File: config.mk
export PLATFORM = sky130hd
export DESIGN_NAME = scan_result_collector_flat
export DESIGN_NICKNAME = d
export VERILOG_FILES = /design/src/rtl/scan_result_collector_if.sv /design/src/rtl/scan_result_collector.sv /design/src/flat_wrapper.sv
export SDC_FILE = /design/constraint.sdc
export NUM_CORES = 1
export LEC_CHECK = 0
export CORE_MARGIN = 2
export CORE_UTILIZATION = 45
export CTS_CLUSTER_DIAMETER = 80
export CTS_CLUSTER_SIZE = 12
export DETAILED_ROUTE_END_ITERATION = 10
export PLACE_DENSITY = 0.75
export SYNTH_ARGS = -nofsm -noshare
export SYNTH_HDL_FRONTEND = slang
export SYNTH_SLANG_ARGS = --single-unit
File: constraint.sdc
create_clock -name clk -period 7.8 [get_ports clk]
set_clock_uncertainty 0.1 [all_clocks]
set_input_delay 1.56 -clock clk [delete_from_list [all_inputs] [get_ports clk]]
set_output_delay 1.56 -clock clk [all_outputs]
set_load 0.02 [all_outputs]
File: src/rtl/scan_result_collector_if.sv
// Handshake and group-vector bundle between the group array,
// the scan result collector and the sequencer.
interface scan_result_collector_if #(
  parameter int NUM_GROUPS     = 32,
  parameter int GROUP_ADR_BITS = 5
);
  logic                      scanStart;
  logic [2*NUM_GROUPS-1:0]   grpRslt;
  logic [NUM_GROUPS-1:0]     overTgt;
  logic [NUM_GROUPS-1:0]     stopI;
  logic [NUM_GROUPS-1:0]     rowFullI;
  logic                      rsltValid;
  logic                      rsltReady;
  logic [GROUP_ADR_BITS-1:0] rsltIndex;
  logic                      rsltFound;
  logic                      rsltEnd;
  logic                      rowFullO;
  logic                      busy;
  logic                      overrun;

  modport master (
    output scanStart, grpRslt, overTgt, stopI, rowFullI, rsltReady,
    input  rsltValid, rsltIndex, rsltFound, rsltEnd, rowFullO,
    input  busy, overrun
  );

  modport slave (
    input  scanStart, grpRslt, overTgt, stopI, rowFullI, rsltReady,
    output rsltValid, rsltIndex, rsltFound, rsltEnd, rowFullO,
    output busy, overrun
  );
endinterface

File: src/rtl/scan_result_collector.sv
// Snapshots per-group compare results of one row and walks them
// chunk by chunk to find the lowest qualifying insertion point.
module scan_result_collector #(
  parameter int NUM_GROUPS     = 32,
  parameter int CHUNK          = 8,
  parameter int SETTLE_CYCLES  = 2,
  parameter int GROUP_ADR_BITS = 5
) (
  input  logic                   clk,
  input  logic                   reset,
  scan_result_collector_if.slave bus
);
  localparam int NCH = NUM_GROUPS / CHUNK;
  localparam int KW  = (NCH > 1) ? $clog2(NCH) : 1;
  localparam int CW  = (SETTLE_CYCLES > 1) ? $clog2(SETTLE_CYCLES) : 1;

  localparam logic [2:0] IDLE   = 3'd0;
  localparam logic [2:0] SETTLE = 3'd1;
  localparam logic [2:0] SNAP   = 3'd2;
  localparam logic [2:0] SCAN   = 3'd3;
  localparam logic [2:0] DONE   = 3'd4;

  logic [2:0]                state;
  logic [CW-1:0]             cnt;
  logic [KW-1:0]             k;
  logic [2*NUM_GROUPS-1:0]   sh_rs;
  logic [NUM_GROUPS-1:0]     sh_ov;
  logic [NUM_GROUPS-1:0]     sh_st;
  logic                      valid_q;
  logic [GROUP_ADR_BITS-1:0] idx_q;
  logic                      found_q;
  logic                      end_q;
  logic                      rf_q;
  logic                      busy_q;
  logic                      ovr_q;

  logic [NUM_GROUPS-1:0]     qual;
  logic [NUM_GROUPS-1:0]     eq;
  logic [CHUNK-1:0]          chunk_q;
  logic                      hit;
  logic [GROUP_ADR_BITS-1:0] hit_idx;
  logic                      handshake;

  always_comb begin
    qual = '0;
    eq   = '0;
    for (int g = 0; g < NUM_GROUPS; g++) begin
      qual[g] = sh_ov[g] & ~sh_st[g]
              & (sh_rs[2*g+1] | sh_rs[2*g]);
      eq[g]   = sh_rs[2*g+1];
    end
  end

  assign chunk_q = qual[int'(k)*CHUNK +: CHUNK];

  // descending walk so the lowest set bit is the one left standing
  always_comb begin
    hit     = 1'b0;
    hit_idx = '0;
    for (int i = CHUNK - 1; i >= 0; i--) begin
      if (chunk_q[i]) begin
        hit     = 1'b1;
        hit_idx = GROUP_ADR_BITS'(int'(k) * CHUNK + i);
      end
    end
  end

  assign handshake = (state == DONE) && bus.rsltReady;

  always_ff @(posedge clk or posedge reset) begin
    if (reset) begin
      state   <= IDLE;
      cnt     <= '0;
      k       <= '0;
      sh_rs   <= '0;
      sh_ov   <= '0;
      sh_st   <= '0;
      valid_q <= 1'b0;
      idx_q   <= '0;
      found_q <= 1'b0;
      end_q   <= 1'b0;
      rf_q    <= 1'b0;
      busy_q  <= 1'b0;
      ovr_q   <= 1'b0;
    end else begin
      ovr_q <= 1'b0;
      if (bus.scanStart) begin
        ovr_q   <= (state != IDLE) && !handshake;
        state   <= SETTLE;
        cnt     <= CW'(SETTLE_CYCLES - 1);
        valid_q <= 1'b0;
        busy_q  <= 1'b1;
      end else begin
        case (state)
          IDLE: ;
          SETTLE: begin
            if (cnt == '0) state <= SNAP;
            else           cnt   <= cnt - CW'(1);
          end
          SNAP: begin
            sh_rs <= bus.grpRslt;
            sh_ov <= bus.overTgt;
            sh_st <= bus.stopI;
            rf_q  <= |bus.rowFullI;
            k     <= '0;
            state <= SCAN;
          end
          SCAN: begin
            if (hit) begin
              idx_q   <= hit_idx;
              found_q <= eq[hit_idx];
              end_q   <= 1'b0;
              valid_q <= 1'b1;
              state   <= DONE;
            end else if (k == KW'(NCH - 1)) begin
              idx_q   <= '0;
              found_q <= 1'b0;
              end_q   <= 1'b1;
              valid_q <= 1'b1;
              state   <= DONE;
            end else begin
              k <= k + KW'(1);
            end
          end
          DONE: begin
            if (bus.rsltReady) begin
              valid_q <= 1'b0;
              busy_q  <= 1'b0;
              state   <= IDLE;
            end
          end
          default: state <= IDLE;
        endcase
      end
    end
  end

  assign bus.rsltValid = valid_q;
  assign bus.rsltIndex = idx_q;
  assign bus.rsltFound = found_q;
  assign bus.rsltEnd   = end_q;
  assign bus.rowFullO  = rf_q;
  assign bus.busy      = busy_q;
  assign bus.overrun   = ovr_q;
endmodule

File: src/flat_wrapper.sv
// flat-port wrapper written by rule: the top's interface ports become plain ports
module scan_result_collector_flat 
#(
  parameter int NUM_GROUPS     = 32,
  parameter int CHUNK          = 8,
  parameter int SETTLE_CYCLES  = 2,
  parameter int GROUP_ADR_BITS = 5
)
  (clk, reset, bus_scanStart, bus_grpRslt, bus_overTgt, bus_stopI, bus_rowFullI, bus_rsltReady, bus_rsltValid, bus_rsltIndex, bus_rsltFound, bus_rsltEnd, bus_rowFullO, bus_busy, bus_overrun);
  scan_result_collector_if #(.NUM_GROUPS(NUM_GROUPS), .GROUP_ADR_BITS(GROUP_ADR_BITS)) bus_i ();
  input  logic clk;
  input  logic reset;
  input wire logic [$bits(bus_i.scanStart)-1:0] bus_scanStart;
  input wire logic [$bits(bus_i.grpRslt)-1:0] bus_grpRslt;
  input wire logic [$bits(bus_i.overTgt)-1:0] bus_overTgt;
  input wire logic [$bits(bus_i.stopI)-1:0] bus_stopI;
  input wire logic [$bits(bus_i.rowFullI)-1:0] bus_rowFullI;
  input wire logic [$bits(bus_i.rsltReady)-1:0] bus_rsltReady;
  output wire logic [$bits(bus_i.rsltValid)-1:0] bus_rsltValid;
  output wire logic [$bits(bus_i.rsltIndex)-1:0] bus_rsltIndex;
  output wire logic [$bits(bus_i.rsltFound)-1:0] bus_rsltFound;
  output wire logic [$bits(bus_i.rsltEnd)-1:0] bus_rsltEnd;
  output wire logic [$bits(bus_i.rowFullO)-1:0] bus_rowFullO;
  output wire logic [$bits(bus_i.busy)-1:0] bus_busy;
  output wire logic [$bits(bus_i.overrun)-1:0] bus_overrun;
  assign bus_i.scanStart = bus_scanStart;
  assign bus_i.grpRslt = bus_grpRslt;
  assign bus_i.overTgt = bus_overTgt;
  assign bus_i.stopI = bus_stopI;
  assign bus_i.rowFullI = bus_rowFullI;
  assign bus_i.rsltReady = bus_rsltReady;
  assign bus_rsltValid = bus_i.rsltValid;
  assign bus_rsltIndex = bus_i.rsltIndex;
  assign bus_rsltFound = bus_i.rsltFound;
  assign bus_rsltEnd = bus_i.rsltEnd;
  assign bus_rowFullO = bus_i.rowFullO;
  assign bus_busy = bus_i.busy;
  assign bus_overrun = bus_i.overrun;
  scan_result_collector #(.NUM_GROUPS(NUM_GROUPS), .CHUNK(CHUNK), .SETTLE_CYCLES(SETTLE_CYCLES), .GROUP_ADR_BITS(GROUP_ADR_BITS)) u_core (.clk(clk), .reset(reset), .bus(bus_i));
endmodule
==> metrics.md, run 1 <==
| Metric | Value |
|---|---|
| Detailed Routing Iterations Pass 1 | `6` |
| Most frequent cells in the layout | `clkdlybuf4s50_1 (174), dfrtp_1 (145), mux2_2 (129), nor2_1 (34), clkbuf_16 (17)` |
| Vias in the first global route | `between 5k and 6k` |
| Reg-to-reg startpoint | `u_core.k[0]` |
| Area growth syn-to-layout | `37.1%` |
| Max VDD drop | `0.182 mV` |
| Sw frac | `31.3%` |
| Post-Synthesis Cell Area | `approximately 6700 um^2` |
| Startpoint Class | `flip-flop` |
| Setup bufs post-CTS | `0` |
| CORE AREA | `14,500 um^2` |
| LEAKAGE | `approximately 0.0039 uW` |
| Initial Util | `approximately 46%` |
| Root Buffer | `clkbuf_16` |
| Inserted Diodes | `0` |
| Worst-margin pin slew | `just over 1 ns` |
| HPWL after detailed placement | `approximately 12 mm` |
| Pin count of the biggest net entering global routing | `between 80 and 90` |
| Register bit total from synthesis | `approximately 150` |
| Port Buffers | `roughly 170` |
| HP Class | `flip-flop to flip-flop` |
| Slew headroom | `about 31%` |
| Mean Syn Cell Area | `between 10 and 15 um^2` |
| Longest Clk Path Bufs | `2` |
| Layout net count | `846` |
| Clk_lat worst skew | `0.42 ns` |
| Post-synthesis sequential area ratio | `~54%` |
| Syn Nets | `approximately 670` |
| Max Freq | `0.240 GHz` |
| Final setup violation count | `0` |
| Asr flop ratio synth | `100%` |
| CP Cell Sequence | `buf_4 > mux4_2 > o21bai_1 > a211oi_2 > o21ai_4 > mux2_4 > a311oi_1 > o21ai_1 > a221o_1` |
| CP max stage delay | `0.85 ns` |
| CTS tree | `yes` |
| CP required | `around 8.0 ns` |
| Yosys top cell by area | `dfrtp_1` |
| Initial antenna violation count | `0` |
| Setup TNS | `0 ns` |
| Detail Route Antenna Nets | `0` |
| Grt ovf | `0` |
| Status | `finished, final reports clean` |
| Tmin final | `about 4.2 ns` |
| Tot GR Track Use | `approximately a fifth` |
| Setup repair after global routing missed its margin | `no` |
| Pwr/cell area | `around 360 nW/um^2` |
| Die H | `between 100 and 150 um` |
| Top-Level Pins | `~180` |
| Slew Viols, Final | `0` |
| DRC | `0` |
| Final core utilization | `a little over three fifths` |
| Die Wd | `126 um` |
| Most common cell after layout, fill and taps aside | `clkdlybuf4s50_1` |
| Area contributors post-synth | `dfrtp_1 (54%), mux2_2 (22%), nor2_1 (2.0%)` |
| Sequential share of power | `40.2%` |
| Combinational share of power | `between 30% and 40%` |
| Distinct cells, synth | `63` |
| Global-route wire length before repair | `26.1 mm` |
| Via/cell ratio | `around 5.5` |
| CTS H-Tree Depth | `4` |
| Fin crit share | `a little over half` |
| Max-capacitance violation count | `0` |
| CTS Buf Count | `17` |
| Power share of the clock group | `a little over a quarter` |
| Final WL | `roughly 17 mm` |
| Crit Path Category | `flip-flop to flip-flop` |
| P_sw | `slightly above 1000 uW` |
| Post-synth EDFFs | `0` |
| Post-synthesis cell count | `508` |
| Post-synth top flop | `dfrtp_1` |
| Syn. warnings | `0` |
| Setup crit end kind | `flip-flop` |
| Arr. time, crit path | `between 4 and 5 ns` |
| CP max FO | `22` |
| Slowest cell on crit path | `a211oi_2` |
| Worst setup path start | `u_core.k[0]` |
| Rows | `44` |
| Share of cells above drive strength 1 | `26.6%` |
| Clock Sinks | `145` |
| First-iteration detailed-routing DRC count | `274` |
| Via count | `about 4.8k` |
| Reg clk slew, reported paths | `0.06 ns` |
| Wire length per cell | `around 19 um` |
| Full die area | `between 15,000 and 20,000 um^2` |
| GP Congestion | `approximately 0.9` |
| Power Internal | `~2200 uW` |
| Final Hold Vio Count | `0` |
| Hold Startpoint | `u_core.bus.busy` |
| Post-synth top area share | `~54%` |
| Cts repair resizes | `0` |
| CTS Hold Buffers Added | `0` |
[registers in the layout, indices dropped and copies added (netlist names)]
name                  count
u_core.bus.busy           1
u_core.bus.overrun        1
u_core.bus.rowFullO       1
u_core.bus.rsltEnd        1
u_core.bus.rsltFound      1
u_core.bus.rsltIndex      5
u_core.bus.rsltValid      1
u_core.cnt                1
u_core.k                  2
u_core.sh_ov             32
u_core.sh_rs             64
u_core.sh_st             32
u_core.state              3
[power groups by stage]
| stage | logic (uW) | registers [uW] | clock network (uW) |
|---|---|---|---|
| after detailed placement | 1080 | 1320 | 0 |
| after global placement | 1040 | 1300 | 0 |
| after floorplan | 829 | 1240 | 0 |
| after CTS | 1090 | 1310 | 872 |
| final | 1090 | 1310 | 855 |
| after global routing | 1190 | 1340 | 905 |
[per-layer routing]
layer  share of wire (%)  track usage, %  vias up
met1                  41            27.8     2400
met3                 6.5            6.12       30
met4                 2.7            7.45        0
li1                    -               -     2218
met5                   0               0        -
met2                  50            34.6      166
[synth_stat cells, drive strengths merged, types with 2 or more instances]
| master | number |
|---|---|
| o21bai | 2 |
| nand4 | 3 |
| buf | 7 |
| inv | 7 |
| o221a | 2 |
| nand3b | 4 |
| nor4 | 8 |
| mux4 | 2 |
| a31oi | 2 |
| nor2 | 37 |
| nand3 | 5 |
| dfrtp | 145 |
| o211ai | 15 |
| a21o | 5 |
| nor3b | 7 |
| mux2 | 130 |
| mux2i | 9 |
| a211oi | 5 |
| o21a | 2 |
| nand2 | 17 |
| clkbuf | 17 |
| a311oi | 2 |
| nor2b | 7 |
| or3 | 2 |
| a22oi | 3 |
| nor3 | 8 |
| nand2b | 7 |
| a21oi | 8 |
| a22o | 4 |
| nor4b | 5 |
| o21ai | 15 |
| o211a | 2 |
[cell type report]
cell class | instances | area [um^2]
flip-flops and latches | 145 | 3630
inverters | 7 | 31.3
fillers | 1128 | 5350
repair buffers | 178 | 1770
multi-input cells | 332 | 2840
clock buffers | 22 | 474
well taps | 184 | 230
clock inverters | 9 | 155
[worst paths after layout]
check	slack (ns)	depth (start not counted)	end
setup / recovery	3.63	9	u_core.bus.rsltFound
setup reg to reg	3.63	9	u_core.bus.rsltFound
min in group asynchronous	1.50	2	u_core.sh_st[18]
hold / removal	0.40	1	u_core.bus.busy
max in group asynchronous	4.67	3	u_core.bus.rowFullO
hold reg to reg	0.40	1	u_core.bus.busy
[critical path: cells and delay by family (launching register included)]
family	cells	cell delay, ns
flops	1	0.67
mux	2	0.91
compound gates	6	1.98
buf+inv	1	0.38
[cell families (layout without fill, tap and decap cells)]
group | after synthesis | count (layout) | share of synthesized area, %
multiplexers | 141 | 141 | 24.1
adder cells (fa/ha/maj) | 1 | 1 | 0.188
AND/OR/NAND/NOR | 111 | 111 | 9.26
AO/OA/AOI/OAI | 79 | 79 | 8.98
flip-flops | 145 | 145 | 54.5
buffers and inverters | 31 | 216 | 3.01
[metrics by stage]
stage	power [uW]	instances	instance area (um^2)	setup slack, ns	hold WS [ns]
final	3250	877	9130	3.63	0.395
after global routing	3430	877	9130	3.47	0.418
after CTS	3270	877	9130	3.67	0.403
after detailed placement	2400	846	8500	3.67	0.390
after global placement	2340	846	8500	3.85	0.370
after floorplan	2070	508	6660	2.25	0.371
No activity file was read; power rests on OpenSTA's default activity.
==> inputs of run 2 (changes only) <==
Clock period 7.8 ns to 4.3 ns, I/O delays scaled along.
==> run 2 against run 1 <==
Compared with the run above: register-to-register slack got worse by 2.7 ns; sequential power rose by 81%; final cell count fell by 0.11%; setup slack got worse by 2.7 ns; critical endpoint unchanged; highest routed layer unchanged; via count fell by 0.62%; count of clock-buffer cells in the layout fell by 2; die area did not move; critical path type unchanged; flip-flop and latch count did not move; global-route usage rose by 0.68 points.
==> metrics.md, run 2 (same netlist as run 1, synthesis figures left out) <==
| Metric | Value |
|---|---|
| Worst Path Buf+Inv | `2 (was 1)` |
| CTS H-Tree Depth | `4 (unchanged)` |
| Full die area | `15,800 um^2 (unchanged)` |
| Max-capacitance violation count | `0 (unchanged)` |
| Fin crit share | `79.2% (was 53.5%)` |
| Root Buffer | `clkbuf_16 (unchanged)` |
| DRC | `0 (unchanged)` |
| Power Internal | `4230 uW (was 2230 uW)` |
| Setup crit end kind | `flip-flop (unchanged)` |
| Combinational share of power | `32.9% (was 33.4%)` |
| Arr. time, crit path | `3.60 ns (was 4.37 ns)` |
| Max VDD drop | `0.340 mV (was 0.182 mV)` |
| HPWL after detailed placement | `12.4 mm (about the same)` |
| Cts repair resizes | `0 (unchanged)` |
| Fillers | `1,115 (was 1,128)` |
| Vias in the first global route | `5,103 (was 5,021)` |
| Tot GR Track Use | `22.1% (was 21.4%)` |
| Setup TNS | `0 ns (unchanged)` |
| CP max stage delay | `0.57 ns (was 0.85 ns)` |
| CORE AREA | `14,500 um^2 (unchanged)` |
| WHS | `0.378 ns (was 0.395 ns)` |
| GR peak layer | `met2 (unchanged)` |
| CP required | `4.50 ns (was 8.00 ns)` |
| Crit Path Category | `flip-flop to flip-flop (unchanged)` |
| Longest Clk Path Bufs | `2 (unchanged)` |
| Startpoint Class | `flip-flop (unchanged)` |
| CTS Buf Count | `17 (unchanged)` |
| Reg clk slew, reported paths | `0.06 ns (about the same)` |
| Sequential share of power | `38.8% (was 40.2%)` |
| Via count | `4,784 (was 4,814)` |
| Most frequent cells in the layout | `clkdlybuf4s50_1 (174), dfrtp_1 (145), mux2_2 (129), nor2_1 (34), clkbuf_16 (17) (unchanged)` |
| P_sw | `1880 uW (was 1020 uW)` |
| Area growth syn-to-layout | `38.5% (was 37.1%)` |
| GP Congestion | `0.826 (was 0.919)` |
| Power share of the clock group | `28.3% (was 26.3%)` |
| Final Hold Vio Count | `0 (unchanged)` |
| Met1 GRT Util | `28.1% (was 27.8%)` |
| Rows | `44 (unchanged)` |
| CP max FO | `32 (was 22)` |
| Largest register FFs | `64 (unchanged)` |
| Final WL | `16.9 mm (was 16.6 mm)` |
| Top-Level Pins | `175 (unchanged)` |
| Slew Viols, Final | `0 (unchanged)` |
| Most common cell on crit path | `buf_4` |
| CTS Hold Buffers Added | `0 (unchanged)` |
| Pin count of the biggest net entering global routing | `146 (was 81)` |
| Sw frac | `30.7% (was 31.3%)` |
| Share of cells above drive strength 1 | `26.7% (was 26.6%)` |
| Met2 Use GR | `36.5% (was 34.6%)` |
| Detail Route Antenna Nets | `0 (unchanged)` |
| Die Wd | `126 um (unchanged)` |
| Clk_lat worst skew | `0.42 ns (about the same)` |
| Biggest regs | `u_core.sh_rs (64), u_core.sh_ov (32), u_core.sh_st (32) (unchanged)` |
| Final core utilization | `63.7% (was 63.0%)` |
| Inserted Diodes | `0 (unchanged)` |
| Die H | `126 um (unchanged)` |
| Grt ovf | `0 (unchanged)` |
| Worst-margin pin slew | `0.820 ns (was 1.04 ns)` |
| Overall Power | `6110 uW (was 3250 uW)` |
| Layout net count | `846 (unchanged)` |
| CTS tree | `yes (unchanged)` |
| HP Class | `flip-flop to flip-flop (unchanged)` |
| Initial Util | `46.0% (unchanged)` |
| Setup bufs post-CTS | `0 (unchanged)` |
| Slowest cell on crit path | `mux4_2 (was a211oi_2)` |
| Port Buffers | `174 (unchanged)` |
| Final setup violation count | `0 (unchanged)` |
| First-iteration detailed-routing DRC count | `281 (was 274)` |
| Max Freq | `0.294 GHz (was 0.240 GHz)` |
| Pwr/cell area | `662 nW/um^2 (was 356 nW/um^2)` |
| Most common cell after layout, fill and taps aside | `clkdlybuf4s50_1 (unchanged)` |
| Initial antenna violation count | `0 (unchanged)` |
| Setup repair after global routing missed its margin | `no (unchanged)` |
| Clock Sinks | `145 (unchanged)` |
| CP Cell Sequence | `buf_4 > mux4_2 > o21bai_1 > a211oi_2 > buf_4 > o21ai_4 > mux2_4 > a311oi_1 > o21ai_1 > a221o_1 (was buf_4 > mux4_2 > o21bai_1 > a211oi_2 > o21ai_4 > mux2_4 > a311oi_1 > o21ai_1 > a221o_1)` |
| Via/cell ratio | `5.46 (was 5.49)` |
| Wire length per cell | `19.3 um (was 19.0 um)` |
| Delay-heaviest family, CP | `compound AO/OA/AOI/OAI gates (unchanged)` |
| Met3 Use GR | `6.58% (was 6.12%)` |
| Pre-CTS setup slack | `0.924 ns (was 3.67 ns)` |
| LEAKAGE | `0.00389 uW (was 0.00386 uW)` |
| Detailed Routing Iterations Pass 1 | `4 (was 6)` |
| Top reg by flops | `u_core.sh_rs (unchanged)` |
| PnR worst setup slack | `0.896 ns (was 3.63 ns)` |
| Slew headroom | `45.3% (was 30.7%)` |
| Tmin final | `3.40 ns (was 4.17 ns)` |
| Status | `finished, final reports clean (unchanged)` |
| Global-route wire length before repair | `26.9 mm (was 26.1 mm)` |
[run 2: cell types whose count changed in the layout (fill, tap and decap cells not counted), sizes merged]
cell	previous run	this run
clkinv	4	1
bufinv	4	7
inv	7	6
clkinvlp	1	3
clkbuf	22	20
[run 2: final timing paths]
kind / endpoint / startpoint / slack (ns) / cells past startpoint
setup / recovery: u_core.bus.rsltFound / u_core.k[0] / 0.90 / 10
hold / removal: u_core.bus.busy / u_core.bus.busy / 0.38 / 1
setup reg to reg: u_core.bus.rsltFound / u_core.k[0] / 0.90 / 10
hold reg to reg: u_core.bus.busy / u_core.bus.busy / 0.38 / 1
max in group asynchronous: u_core.bus.rsltValid / reset / 2.60 / 3
min in group asynchronous: u_core.sh_rs[12] / reset / 0.85 / 3
[run 2: per-layer routing]
metal	vias to the layer above	part of all wire, %
met5	-	0
met4	0	1.5
met3	22	6.0
met2	173	49
met1	2376	43
li1	2213	-
[run 2: layout make-up]
class | instances | area, um^2 | share of cell area [%]
Tap cell | 184 | 230 | 2.50
Inverter | 7 | 30.0 | 0.326
Clock buffer | 20 | 467 | 5.06
Clock inverter | 10 | 230 | 2.50
Timing Repair Buffer | 178 | 1800 | 19.5
Multi-Input combinational cell | 332 | 2840 | 30.8
Sequential cell | 145 | 3630 | 39.4
[run 2: power groups by stage]
stage | Combinational [uW] | Sequential [uW] | Clock (uW)
finish | 2010 | 2370 | 1730
global route | 2180 | 2450 | 1820
CTS | 2010 | 2370 | 1760
detailed placement | 2000 | 2390 | 0
global placement | 1930 | 2380 | 0
floorplan | 1500 | 2250 | 0
[run 2: metrics by stage]
step | instances | cell area [um^2]
after CTS | 876 | 9220
after detailed placement | 846 | 8520
final | 876 | 9220
after global placement | 846 | 8520
after global routing | 876 | 9220
after floorplan | 508 | 6660
==> inputs of run 3 (changes only) <==
Settings changed: CORE_UTILIZATION 45 to 44, PLACE_DENSITY 0.75 to 0.76.
Clock period 4.3 ns to 3 ns, I/O delays scaled along.
==> run 3 against run 2 <==
Compared with the run above: the flow now finishes with violations (setup timing); final cell count grew 3.4%; sequential power increased by 43%; register-to-register slack lost 0.90 ns; count of clock-buffer cells in the layout grew 2; critical path type unchanged; critical endpoint unchanged.
==> metrics.md, run 3 (same netlist as run 1, synthesis figures left out) <==
| Metric | Value |
|---|---|
| Status | `complete, but fails checks (was finished, final reports clean)` |
| Failing checks | `setup timing` |
| Root Buffer | `clkbuf_16 (unchanged)` |
| Reg clk slew, reported paths | `0.06 ns (about the same)` |
| Fin crit share | `100% (was 79.2%)` |
| Full die area | `16,100 um^2 (was 15,800 um^2)` |
| Tot GR Track Use | `21.9% (was 22.1%)` |
| Grt ovf | `0 (unchanged)` |
| CP max FO | `5 (was 32)` |
| Arr. time, crit path | `3.21 ns (was 3.60 ns)` |
| CP required | `3.20 ns (was 4.50 ns)` |
| Rows | `44 (unchanged)` |
| HPWL after detailed placement | `12.9 mm (was 12.4 mm)` |
| Inserted Diodes | `0 (unchanged)` |
| Clock Sinks | `145 (unchanged)` |
| Share of cells above drive strength 1 | `32.8% (was 26.7%)` |
| Initial antenna violation count | `0 (unchanged)` |
| Top reg by flops | `u_core.sh_rs (unchanged)` |
| Wire length per cell | `19.3 um (about the same)` |
| Initial Util | `45.5% (was 46.0%)` |
| Area growth syn-to-layout | `44.6% (was 38.5%)` |
| Setup crit end kind | `flip-flop (unchanged)` |
| Layout net count | `874 (was 846)` |
| Crit Path Category | `flip-flop to flip-flop (unchanged)` |
| Largest register FFs | `64 (unchanged)` |
| Slew headroom | `65.2% (was 45.3%)` |
| Most frequent cells in the layout | `clkdlybuf4s50_1 (174), dfrtp_1 (144), mux2_2 (129), nor2_1 (33), buf_4 (22) (was clkdlybuf4s50_1 (174), dfrtp_1 (145), mux2_2 (129), nor2_1 (34), clkbuf_16 (17))` |
| Final WL | `17.5 mm (was 16.9 mm)` |
| CTS tree | `yes (unchanged)` |
| GP Congestion | `0.909 (was 0.826)` |
| WHS | `0.385 ns (was 0.378 ns)` |
| Max Freq | `0.333 GHz (was 0.294 GHz)` |
| DRC | `0 (unchanged)` |
| Final setup violation count | `1 (was 0)` |
| Worst-margin pin slew | `0.519 ns (was 0.820 ns)` |
| Fillers | `1,103 (was 1,115)` |
| CTS Buf Count | `17 (unchanged)` |
| LEAKAGE | `0.00409 uW (was 0.00389 uW)` |
| Max-capacitance violation count | `0 (unchanged)` |
| Via/cell ratio | `5.40 (was 5.46)` |
| Global-route wire length before repair | `26.9 mm (about the same)` |
| Design Area, Final | `9630 um^2 (was 9220 um^2)` |
| First-iteration detailed-routing DRC count | `301 (was 281)` |
| Pwr/cell area | `951 nW/um^2 (was 662 nW/um^2)` |
| Via count | `4,892 (was 4,784)` |
| Worst Hold Path Cells | `1 (unchanged)` |
| Clk_lat worst skew | `0.42 ns (about the same)` |
| Slew Viols, Final | `0 (unchanged)` |
| PnR worst setup slack | `-0.00589 ns (was 0.896 ns)` |
| Setup repair after global routing missed its margin | `yes (was no)` |
| Longest Clk Path Bufs | `2 (unchanged)` |
| Startpoint Class | `flip-flop (unchanged)` |
| Biggest regs | `u_core.sh_rs (64), u_core.sh_ov (32), u_core.sh_st (32) (unchanged)` |
| Top-Level Pins | `175 (unchanged)` |
| Pin count of the biggest net entering global routing | `81 (was 146)` |
| Port Buffers | `174 (unchanged)` |
| Die H | `127 um (was 126 um)` |
| Tmin final | `3.01 ns (was 3.40 ns)` |
| HP Class | `flip-flop to flip-flop (unchanged)` |
| Dpl cell area | `8690 um^2 (was 8520 um^2)` |
| FF-to-FF path depth | `11 (was 10)` |
| Die Wd | `127 um (was 126 um)` |
| Vias in the first global route | `5,114 (was 5,103)` |
| CTS H-Tree Depth | `4 (unchanged)` |
| CORE AREA | `14,600 um^2 (was 14,500 um^2)` |
| Detail Route Antenna Nets | `0 (unchanged)` |
| Max VDD drop | `0.632 mV (was 0.340 mV)` |
| Most common cell after layout, fill and taps aside | `clkdlybuf4s50_1 (unchanged)` |
| Final Hold Vio Count | `0 (unchanged)` |
| Detailed Routing Iterations Pass 1 | `4 (unchanged)` |
-- run 3: changes by cell type in the layout (fill, tap and decap cells not counted), moves of 3 or more --
| cell | delta |
|---|---|
| buf_12 | +4 |
| buf_4 | +20 |
| clkinv_2 | +3 |
| nor3_1 | -6 |
| nor3_2 | +6 |
| nor4b_1 | -3 |
| o21ai_0 | -3 |
| o21ai_1 | +3 |
-- run 3: cell type report --
type | instances | area [um^2] | share of cell area, %
flip-flops and latches | 145 | 3630 | 37.7
multi-input cells | 332 | 2980 | 30.9
repair buffers | 206 | 2090 | 21.7
clock buffers | 22 | 494 | 5.13
well taps | 184 | 230 | 2.39
clock inverters | 10 | 178 | 1.85
inverters | 7 | 30.0 | 0.312
-- run 3: path summary, 6_finish.rpt --
| path | start | endpoint | slack, ns |
|---|---|---|---|
| max | u_core.k[0] | u_core.bus.rsltFound | -0.006 |
| min | u_core.bus.busy | u_core.bus.busy | 0.39 |
| max reg2reg | u_core.k[0] | u_core.bus.rsltFound | -0.006 |
| min reg2reg | u_core.bus.busy | u_core.bus.busy | 0.39 |
| max in group asynchronous | reset | u_core.k[0] | 1.87 |
| min in group asynchronous | reset | u_core.sh_ov[9] | 0.54 |
-- run 3: critical path, cell delays in order (launching register included) --
cell and delay [ns]:
dfrtp_2 0.45, buf_12 0.15, buf_4 0.13, nor4b_2 0.33, nor3_2 0.11, a211oi_2 0.29, a211oi_4 0.12, o21ai_4 0.22
mux2_2 0.37, nor3b_1 0.26, a2111oi_2 0.09, a221o_1 0.29
-- run 3: through the flow --
stage                     instances  setup slack (ns)  setup TNS (ns)  util (%)  total power [uW]
final                           906          -0.00589        -0.00589      65.7              9160
after global routing            906            -0.114          -0.114      65.7              9640
after global placement          863           0.00345               0      59.3              6290
after CTS                       899           0.00271               0      64.4              8950
after floorplan                 508             0.177               0         -              5380
after detailed placement        863           -0.0810         -0.0810      59.3              6420
-- run 3: per-layer routing --
| layer | wire length [um] | vias up | GRT usage [%] |
|---|---|---|---|
| li1 | - | 2272 | - |
| met1 | 7300 | 2455 | 28.7 |
| met2 | 8960 | 144 | 36.4 |
| met3 | 1010 | 21 | 4.98 |
| met4 | 238 | 0 | 7.18 |
| met5 | 0 | - | 0 |
-- run 3: what timing repair did --
item / in CTS / in global routing
buffers inserted: 4 / 7
pin swaps: 4 / 12
hold buffers: 0 / 0
resized for setup: 8 / 26
cloned: 0 / 1
setup endpoints to repair: 1 / 1
-- run 3: where the power goes --
group	switching (uW)	internal (uW)
logic	1490	1900
clock network	787	1580
registers	594	2800
total	2870	6280
